**src/rtl/lfu_tracker.sv**
```systemverilog
// -----------------------------------------------------------------------------
// lfu_tracker
//
// Least-frequently-used slot tracker. N_CH request channels compete for
// CAPACITY resident slots. A request held for HOLD_TICKS consecutive timer
// ticks is confirmed: a resident channel gains one use, a non-resident one is
// inserted. When the set is full, the resident channel with the lowest use
// count is evicted, with ties going to the lowest index. All state advances
// only on clk edges where tick is high.
//
// Optional feature macro: LFU_AGING_EN
//   When defined, every AGE_PERIOD-th tick halves all use counters before
//   that tick's confirm update. When undefined, no aging logic exists.
//
// Ports:
//   clk          in   system clock
//   rst          in   asynchronous active-high reset
//   tick         in   one-clk timer strobe; state only moves when high
//   req          in   [N_CH] request levels, lowest set index wins
//   light        out  [N_CH] resident flags (registered)
//   occupancy    out  number of resident channels
//   evict_valid  out  one-clk pulse on eviction
//   evict_idx    out  evicted channel, held between evictions
// -----------------------------------------------------------------------------
module lfu_tracker #(
    parameter int N_CH       = 4,
    parameter int CAPACITY   = 3,
    parameter int CNT_W      = 4,
    parameter int HOLD_TICKS = 2,
    parameter int AGE_PERIOD = 16
) (
    input  logic                          clk,
    input  logic                          rst,
    input  logic                          tick,
    input  logic [N_CH-1:0]               req,
    output logic [N_CH-1:0]               light,
    output logic [$clog2(CAPACITY+1)-1:0] occupancy,
    output logic                          evict_valid,
    output logic [$clog2(N_CH)-1:0]       evict_idx
);

    localparam int IDX_W  = $clog2(N_CH);
    localparam int OCC_W  = $clog2(CAPACITY+1);
    localparam int HOLD_W = $clog2(HOLD_TICKS+1);

    generate
        if (N_CH < 2 || CAPACITY < 1 || CAPACITY > N_CH || HOLD_TICKS < 1 ||
            CNT_W < 1 || AGE_PERIOD < 2) begin : g_param_check
            $error("lfu_tracker: illegal parameter combination");
        end
    endgenerate

    // Saturating increment of a use counter.
    function automatic logic [CNT_W-1:0] sat_inc(input logic [CNT_W-1:0] v);
        return (v == {CNT_W{1'b1}}) ? v : v + CNT_W'(1);
    endfunction

    logic [CNT_W-1:0]  use_cnt  [N_CH];
    logic [CNT_W-1:0]  use_base [N_CH];
    logic [CNT_W-1:0]  use_next [N_CH];
    logic [HOLD_W-1:0] hold, hold_next;
    logic [IDX_W-1:0]  last_ch, last_next;
    logic [N_CH-1:0]   light_next;
    logic [OCC_W-1:0]  occ_next;
    logic              ev_valid_next;
    logic [IDX_W-1:0]  ev_idx_next;
    logic              any_req;
    logic [IDX_W-1:0]  sel;
    logic [IDX_W-1:0]  victim;
    logic              age_event;

`ifdef LFU_AGING_EN
    localparam int AGE_W = $clog2(AGE_PERIOD);
    logic [AGE_W-1:0] age_cnt;

    // The last count of each period marks the aging tick.
    assign age_event = tick && (age_cnt == AGE_W'(AGE_PERIOD-1));

    always_ff @(posedge clk or posedge rst) begin
        if (rst) begin
            age_cnt <= '0;
        end else if (tick) begin
            age_cnt <= age_event ? '0 : age_cnt + AGE_W'(1);
        end
    end
`else
    assign age_event = 1'b0;
`endif

    // Aged counters feed both victim search and the confirm update, so a
    // halving tick is applied before that tick's increment or insertion.
    always_comb begin
        for (int i = 0; i < N_CH; i++) begin
            use_base[i] = age_event ? (use_cnt[i] >> 1) : use_cnt[i];
        end
    end

    // Lowest-index request wins.
    always_comb begin
        any_req = 1'b0;
        sel     = '0;
        for (int i = N_CH-1; i >= 0; i--) begin
            if (req[i]) begin
                any_req = 1'b1;
                sel     = IDX_W'(i);
            end
        end
    end

    // Minimum-count resident channel; strict less-than keeps the lowest
    // index on ties.
    always_comb begin
        logic             found;
        logic [CNT_W-1:0] best;
        found  = 1'b0;
        best   = '0;
        victim = '0;
        for (int i = 0; i < N_CH; i++) begin
            if (light[i] && (!found || use_base[i] < best)) begin
                found  = 1'b1;
                best   = use_base[i];
                victim = IDX_W'(i);
            end
        end
    end

    always_comb begin
        light_next    = light;
        occ_next      = occupancy;
        ev_valid_next = 1'b0;
        ev_idx_next   = evict_idx;
        hold_next     = hold;
        last_next     = last_ch;
        for (int i = 0; i < N_CH; i++) begin
            use_next[i] = use_cnt[i];
        end

        if (tick) begin
            for (int i = 0; i < N_CH; i++) begin
                use_next[i] = use_base[i];
            end

            if (!any_req) begin
                hold_next = '0;
            end else begin
                if (sel != last_ch || hold == '0) begin
                    last_next = sel;
                    hold_next = HOLD_W'(1);
                end else if (hold < HOLD_W'(HOLD_TICKS)) begin
                    hold_next = hold + HOLD_W'(1);
                end

                // Hold saturates at HOLD_TICKS, so every tick past the first
                // confirm is itself a confirm.
                if (hold_next == HOLD_W'(HOLD_TICKS)) begin
                    if (light[sel]) begin
                        use_next[sel] = sat_inc(use_base[sel]);
                    end else if (occupancy < OCC_W'(CAPACITY)) begin
                        light_next[sel] = 1'b1;
                        use_next[sel]   = CNT_W'(1);
                        occ_next        = occupancy + OCC_W'(1);
                    end else begin
                        // sel is not resident, so it can never be the victim.
                        light_next[victim] = 1'b0;
                        use_next[victim]   = '0;
                        light_next[sel]    = 1'b1;
                        use_next[sel]      = CNT_W'(1);
                        ev_valid_next      = 1'b1;
                        ev_idx_next        = victim;
                    end
                end
            end
        end
    end

    always_ff @(posedge clk or posedge rst) begin
        if (rst) begin
            light       <= '0;
            occupancy   <= '0;
            evict_valid <= 1'b0;
            evict_idx   <= '0;
            hold        <= '0;
            last_ch     <= '0;
            for (int i = 0; i < N_CH; i++) begin
                use_cnt[i] <= '0;
            end
        end else begin
            light       <= light_next;
            occupancy   <= occ_next;
            evict_valid <= ev_valid_next;
            evict_idx   <= ev_idx_next;
            hold        <= hold_next;
            last_ch     <= last_next;
            for (int i = 0; i < N_CH; i++) begin
                use_cnt[i] <= use_next[i];
            end
        end
    end

endmodule

```
**config.mk**
```make
export PLATFORM = sky130hd
export DESIGN_NAME = lfu_tracker
export DESIGN_NICKNAME = d
export VERILOG_FILES = /design/src/rtl/lfu_tracker.sv
export SDC_FILE = /design/constraint.sdc
export NUM_CORES = 1
export LEC_CHECK = 0
export CORE_MARGIN = 2
export CORE_UTILIZATION = 36
export DETAILED_ROUTE_END_ITERATION = 12
export PLACE_DENSITY_LB_ADDON = 0.25
export SKIP_LAST_GASP = 1
export SLEW_MARGIN = 40
export SYNTH_ARGS = -nofsm -noshare
export SYNTH_HDL_FRONTEND = slang
export SYNTH_SLANG_ARGS = --single-unit
```
**constraint.sdc**
```tcl
create_clock -name clk -period 4.3 [get_ports clk]
set_input_delay 0.86 -clock clk [delete_from_list [all_inputs] [get_ports clk]]
set_output_delay 0.86 -clock clk [all_outputs]
set_load 0.02 [all_outputs]
```
==> impl_metrics.csv <==
group,metric,value,unit
run_status,status,"complete, but fails checks",
run_status,violations,"negative setup slack",
global_routing,antenna_found_initial,0,
setup_path,slowest_stage,"dfrtp_2",
clocking,htreeDepth,2,
setup_path,max_stage_delay,0.41,ns
clocking,clock-sinks,29,
sta,max_freq,229,MHz
clocking,cts_tree,"done",
min_path,worstHoldPathType,"flop to flop",
yosys,ys_seq_area_share,30.6,%
sta,hold_viol,0,
placed_design,dp_hpwl,5590,µm
routing,first_pass_iters,5,
cells_and_area,final_core_util,51.4,%
die,fp.dieArea,7250,µm²
yosys,yosysWarnings,0,
placed_design,post-place-ws,-0.185,ns
yosys,syn_avg_cell_area,8.53,µm²
die,row_count,29,
sta,grt_setup_unrepaired,"true",
global_routing,grt_max_degree,19,
sta,setup_ws,-0.0712,ns
yosys,syn_area,2370,µm²
routing,wl,7740,µm
global_routing,grt_pass1_wl,12100,µm
sta,worst_pin_slew,0.653,ns
power,ir_drop,167,µV
sta,drv_slew,0,
setup_path,path_cells,"nand2_2 -> ha_4 -> nand2_2 -> o21ai_2 -> a31o_4 -> mux2_4 -> ha_4 -> nor4b_4 -> and2_4 -> o31ai_4 -> nand2_2 -> a21oi_2 -> ha_1 -> a21o_1 -> a21oi_2 -> o211ai_1 -> o211ai_1 -> buf_4 -> o31a_1 -> or3_1",
yosys,ys_types,64,
placed_design,globalplace.congestion,0.918,
sta,finalCritPeriodShare,102,%
cells_and_area,fin_nets,353,
die,fp.dieW,85.2,µm
global_routing,grt_pass1_vias,2404,
routing,post_drt_wl_per_cell,18.8,µm
cells_and_area,drive_gt1_share,29.3,%
yosys,synth_ff_type,"dfrtp_1",
routing,antenna_left,0,
clocking,clockRootBuffer,"clkbuf_8",
sta,setup_violations,3,
global_routing,track_usage,21.3,%
power,leakage,1.39,nW
setup_path,critPathLaunchType,"flop",
die,die_h,85.2,µm
job,drv_cap,0,
sta,fin_worst_skew,0.00958,ns
power,p_total,1.06,mW
setup_path,path_class,"flop to flop",
die,io_pins,16,
clocking,max-clock-path-buffers,2,
die,core,6350,µm²
setup_path,cp.required,4.46,ns
setup_path,crit_top_cell,"nand2_2",
setup_path,arrival,4.53,ns
global_routing,gr-total-overflow,0,
setup_path,worstSetupEndpointType,"flop",
setup_path,path_max_fanout,4,
routing,drcViolationCount,0,
die,initial_core_util,37.4,%
cells_and_area,n_antenna_cell,0,
power,power.density,324,nW/µm²
yosys,syn_inst,278,
yosys,syn-num-nets,298,
clocking,numCtsBuffers,5,
cells_and_area,multi_input_area,1800,µm²
routing,first_iter_violations,185,
yosys,synth_seq_cells,29,
yosys,synthArstFlopShare,100,%
clocking,clk_latency,0.29,ns
routing,vias_per_cell,6.08,
clocking,path_clk_slew,0.07,ns
cells_and_area,final_cells,411,
sta,finalCriticalPeriod,4.37,ns
routing,vias,2498,
placed_design,placed_cells,387,
cells_and_area,nFillCells,594,
yosys,synth_edf_count,0,
cells_and_area,area_delta_synth_final,37.5,%
sta,slew_headroom,56.0,%
placed_design,port_buffers,15,
cells_and_area,regArea,727,µm²
## what timing repair did
item | CTS | global route
hold endpoints to repair | 0 | 0
hold buffers | 0 | 0
pin swaps | 13 | 16
endpoints found under the setup margin | 15 | 22
setup buffers | 9 | 7
gates resized for setup | 20 | 28
## path summary, 6_finish.rpt
| kind | slack [ns] | start | to | cells past startpoint |
|---|---|---|---|---|
| max in group asynchronous | 2.80 | rst | light[0]$_DFFE_PP0P_ | 3 |
| min | 0.50 | evict_idx[0]$_DFFE_PP0P_ | evict_idx[0]$_DFFE_PP0P_ | 1 |
| min reg2reg | 0.50 | evict_idx[0]$_DFFE_PP0P_ | evict_idx[0]$_DFFE_PP0P_ | 1 |
| min in group asynchronous | 0.86 | rst | occupancy[0]$_DFFE_PP0P_ | 2 |
| max reg2reg | -0.07 | light[0]$_DFFE_PP0P_ | use_base[9]$_DFFE_PP0P_ | 20 |
| max | -0.07 | light[0]$_DFFE_PP0P_ | use_base[9]$_DFFE_PP0P_ | 20 |
## metal layers
layer | wire length (µm) | global-route usage, %
met3 | 444 | 4.28
met2 | 3890 | 35.2
met4 | 99 | 6.93
met1 | 3310 | 27.8
met5 | 0 | 0
## synthesized netlist by cell type, types with 6 or more instances
cell type / number / area, µm²
a21oi_1: 18 / 90.1
dfrtp_1: 29 / 726
ha_1: 13 / 163
inv_1: 16 / 60.1
nand2_1: 28 / 105
nand3_1: 11 / 55.1
nor2_1: 15 / 56.3
nor3_1: 7 / 35.0
o211ai_1: 6 / 45.0
o21ai_0: 18 / 90.1
## cell families (layout without fill, tap and decap cells)
kind of cell,count (synthesis),after routing,synth area share (%)
XOR/XNOR,1,1,0.369
multiplexers,7,7,3.22
flip-flops,29,29,30.6
adder cells (fa/ha/maj),13,13,6.86
AND/OR/NAND/NOR,112,112,26.7
AO/OA/AOI/OAI,92,92,28.2
buffers and inverters,24,80,4.06
## area by class of cell
cell class / count / share of cell area, %
Timing Repair Buffer: 56 / 14.2
Inverter: 16 / 1.84
Tap cell: 77 / 2.95
Sequential cell: 29 / 22.3
Multi-Input combinational cell: 225 / 55.2
Clock buffer: 7 / 2.65
Clock inverter: 1 / 0.921
## flip-flops by register name (all words and copies together), names as in the netlist
register     cells
last_ch          2
hold             2
light            4
evict_valid      1
use_base        16
evict_idx        2
occupancy        2
## cells in the final DEF (no fill, tap or decap), types with 5 or more instances in the layout
cell and n:
buf_4 40, dfrtp_1 28, nand2_1 23, inv_1 16
clkdlybuf4s50_1 15, o21ai_0 14, nor2_1 14, a21oi_1 12
nand3_1 9, a21oi_2 6, o211ai_1 6, nor3_1 6
ha_4 6, ha_1 6, clkbuf_8 6, nand4_1 5
nand2b_1 5, nor2b_1 5
## report_power, final
group	leakage, nW	internal [mW]	switching (mW)
Clock	0.0585	0.189	0.105
Combinational	0.995	0.190	0.228
Sequential	0.338	0.305	0.0413
## critical path, delay by kind of cell (launching register included)
kind,cells,cell delay (ns)
AO/OA/AOI/OAI,9,1.39
multiplexers,1,0.32
flip-flops,1,0.41
adder cells (fa/ha/maj),3,0.78
buffers and inverters,1,0.21
AND/OR/NAND/NOR,6,1.10
## metrics by stage
step	setup TNS, ns	hold WS [ns]	instance area [µm²]
final	-0.159	0.497	3260
after global placement	-0.0142	0.471	2790
after floorplan	0	0.475	2400
after CTS	-0.00365	0.503	3070
after detailed placement	-1.34	0.488	2790
after global routing	-1.80	0.530	3260
Power figures use the tool's default switching activity.
==> variant (config.mk and constraints unchanged) <==
Change the parameter `CNT_W` from 4 to 6.
--- a/src/rtl/lfu_tracker.sv
+++ b/src/rtl/lfu_tracker.sv
@@ -25,7 +25,7 @@
 module lfu_tracker #(
     parameter int N_CH       = 4,
     parameter int CAPACITY   = 3,
-    parameter int CNT_W      = 4,
+    parameter int CNT_W      = 6,
     parameter int HOLD_TICKS = 2,
     parameter int AGE_PERIOD = 16
 ) (
Function: no difference found for any inputs over 4 cycles, from zero or initial values and one cycle with rst high; that may be too few to reach the edited logic, so the function may still have changed.
==> variant against the original RTL <==
The flow still finishes with violations (negative setup slack). Sequential cell count grew 8. Utilization shrank 3.3 points. First-iteration DRC count grew 19%. Via count grew 17%. Routed wire length grew 22%. Design area grew 19%. Setup slack lost 0.73 ns. Worst hold slack gained 0.00085 ns. Area after synthesis grew 25%. Critical path type unchanged. Highest routed layer unchanged.
Power is not compared: it rests on default switching activity, and its combinational part moved more than twofold at a synthesized area within 25%.
==> variant: results (changes against the original RTL) <==
status:
  status: "finished, violations left"  # unchanged
  violations: "negative setup slack"  # unchanged
critical_path:
  crit_path_max_fanout: 6  # was 4
  startpoint: "light[0]"  # unchanged
  r2r-end: "use_base[15]"  # was use_base[9]
  rr_startpoint: "light[0]"  # unchanged
  reg2reg_depth: 24  # was 20
  arrival_ns: 5.33  # was 4.53 ns
layout:
  nMultiInputCombCells: 252  # was 225
  finalNetCount: 408  # was 353
  multi_input_area_um2: 2103  # was 1800 um2
  clkbuf_count: 8  # was 7
  final_cells: 488  # was 411
  clock_area_frac: 0.02316  # was 0.03567
  bufAreaShareNonClock: 0.1460  # was 0.1415
  fillers: 791  # was 594
  areaGrowthSynthToFinish_pct: 31.46  # was 37.50%
  largest_reg_flops: 24  # was 16
  num-nonclk-inverters: 18  # was 16
  register_area_um2: 927.1  # was 726.9 um2
power:
  ir_worst_vdd_v: 0.0001646
  clock_power_w: 0.000260
logic_synthesis:
  synthTopCellsByCount: "dfrtp_1, nand2_1, nor2_1"  # was dfrtp_1, nand2_1, a21oi_1, o21ai_0, inv_1
  yosys.cell_types.count: 81  # was 64
  ys_seq_area_frac: 0.3129  # was 0.3059
  synth_nets: 346  # was 298
  yosys_most_used_dff: "dfrtp_1"  # unchanged
  synth_cells: 320  # was 278
  synth_area_leaders: "dfrtp_1, ha_1, a32o_1"  # was dfrtp_1, ha_1, nand2_1
  syn_avg_cell_area_um2: 9.247  # was 8.533 um2
placement:
  post_dp_cell_area_um2: 3557  # was 2793 um2
  portBuffers: 15  # unchanged
  hpwl_mm: 6.934  # was 5.592 mm
  dp.cells: 468  # was 387
  gp_congestion: 0.9494  # was 0.9181
timing:
  worst_slew_pin_slew_ns: 0.7185  # was 0.6534 ns
  fin_tns_setup_ns: -22.17  # was -0.1588 ns
  timing.final.ws_setup_ns: -0.8013  # was -0.07122 ns
  finalSetupViolations: 30  # was 3
  finalClockSkew_ns: 0.003195  # was 0.009578 ns
global_routing:
  grt_use_met1: 0.3026  # was 0.2780
  grt_max_degree: 21  # was 19
  use_met3: 0.03113  # was 0.04280
  grt_pass1_vias: 2852  # was 2,404
  grt_pass1_wl_mm: 14.93  # was 12.11 mm
  track_usage: 0.2191  # was 0.2127
  met2_usage: 0.3457  # was 0.3523
clock_network:
  numClockSinks: 37  # was 29
route:
  wl_per_cell_um: 19.30  # was 18.82 um
  dr_wl_met3_um: 437  # was 444 um
  wl_met1_mm: 4.341  # was 3.305 mm
  drt_iter0_markers: 220  # was 185
  dr.pass1.iters: 6  # was 5
  dr_wl_met2_mm: 4.433  # was 3.888 mm
hold_path:
  min-delay-start: "evict_idx[1]"  # was evict_idx[0]
==> variant: kinds of logic (layout without fill, tap and decap cells) <==
group,after synthesis,in the layout,share of synthesized area
adders and majority gates,19,19,0.08034
and+or+nand+nor,111,112,0.2203
muxes,5,5,0.01776
buffers and inverters,33,94,0.05581
xor gates and xnor gates,3,3,0.008881
DFF,37,37,0.3129
AOI/OAI and AO/OA,112,113,0.3040
==> variant: per-stage QoR <==
| step | utilization | hold WS [ns] |
|---|---|---|
| detailed placement | 0.4395 | 0.4858 |
| finish | 0.4807 | 0.4976 |
| floorplan | - | 0.4832 |
| global route | 0.4807 | 0.5192 |
| CTS | 0.4694 | 0.5021 |
| global placement | 0.4395 | 0.4784 |
==> variant: repair_timing <==
action | CTS | global route
buffers inserted | 8 | 2
setup endpoints to repair | 30 | 30
cloned | 2 | 0
pin swaps | 26 | 20
gates resized for setup | 21 | 14
==> variant: worst max-delay path, stage by stage, from the launching register on <==
cell,delay [ns]
dfrtp_2,0.48
nand2_4,0.08
ha_4,0.25
and3_4,0.17
a221o_1,0.34
o21ai_2,0.20
and2_4,0.22
nor2_2,0.06
a21oi_4,0.15
ha_4,0.16
and4_4,0.26
nand2_4,0.06
a221oi_4,0.24
buf_4,0.16
o22a_1,0.19
a21o_1,0.17
ha_4,0.21
a21o_1,0.17
a21o_1,0.16
a221o_1,0.37
o31ai_4,0.09
o311ai_4,0.18
buf_12,0.17
o2111ai_4,0.26
a32o_2,0.24
==> variant: how the worst min path moves through the flow <==
stage / endpoint / slack, ns / cells after the start
3_5_place_dp: evict_idx[1] / 0.49 / 1
5_1_grt: evict_idx[1] / 0.52 / 1
2_1_floorplan: last_ch[0] / 0.48 / 1
6_report: evict_idx[1] / 0.50 / 1
3_3_place_gp: evict_idx[1] / 0.48 / 1
4_1_cts: occupancy[0] / 0.50 / 1
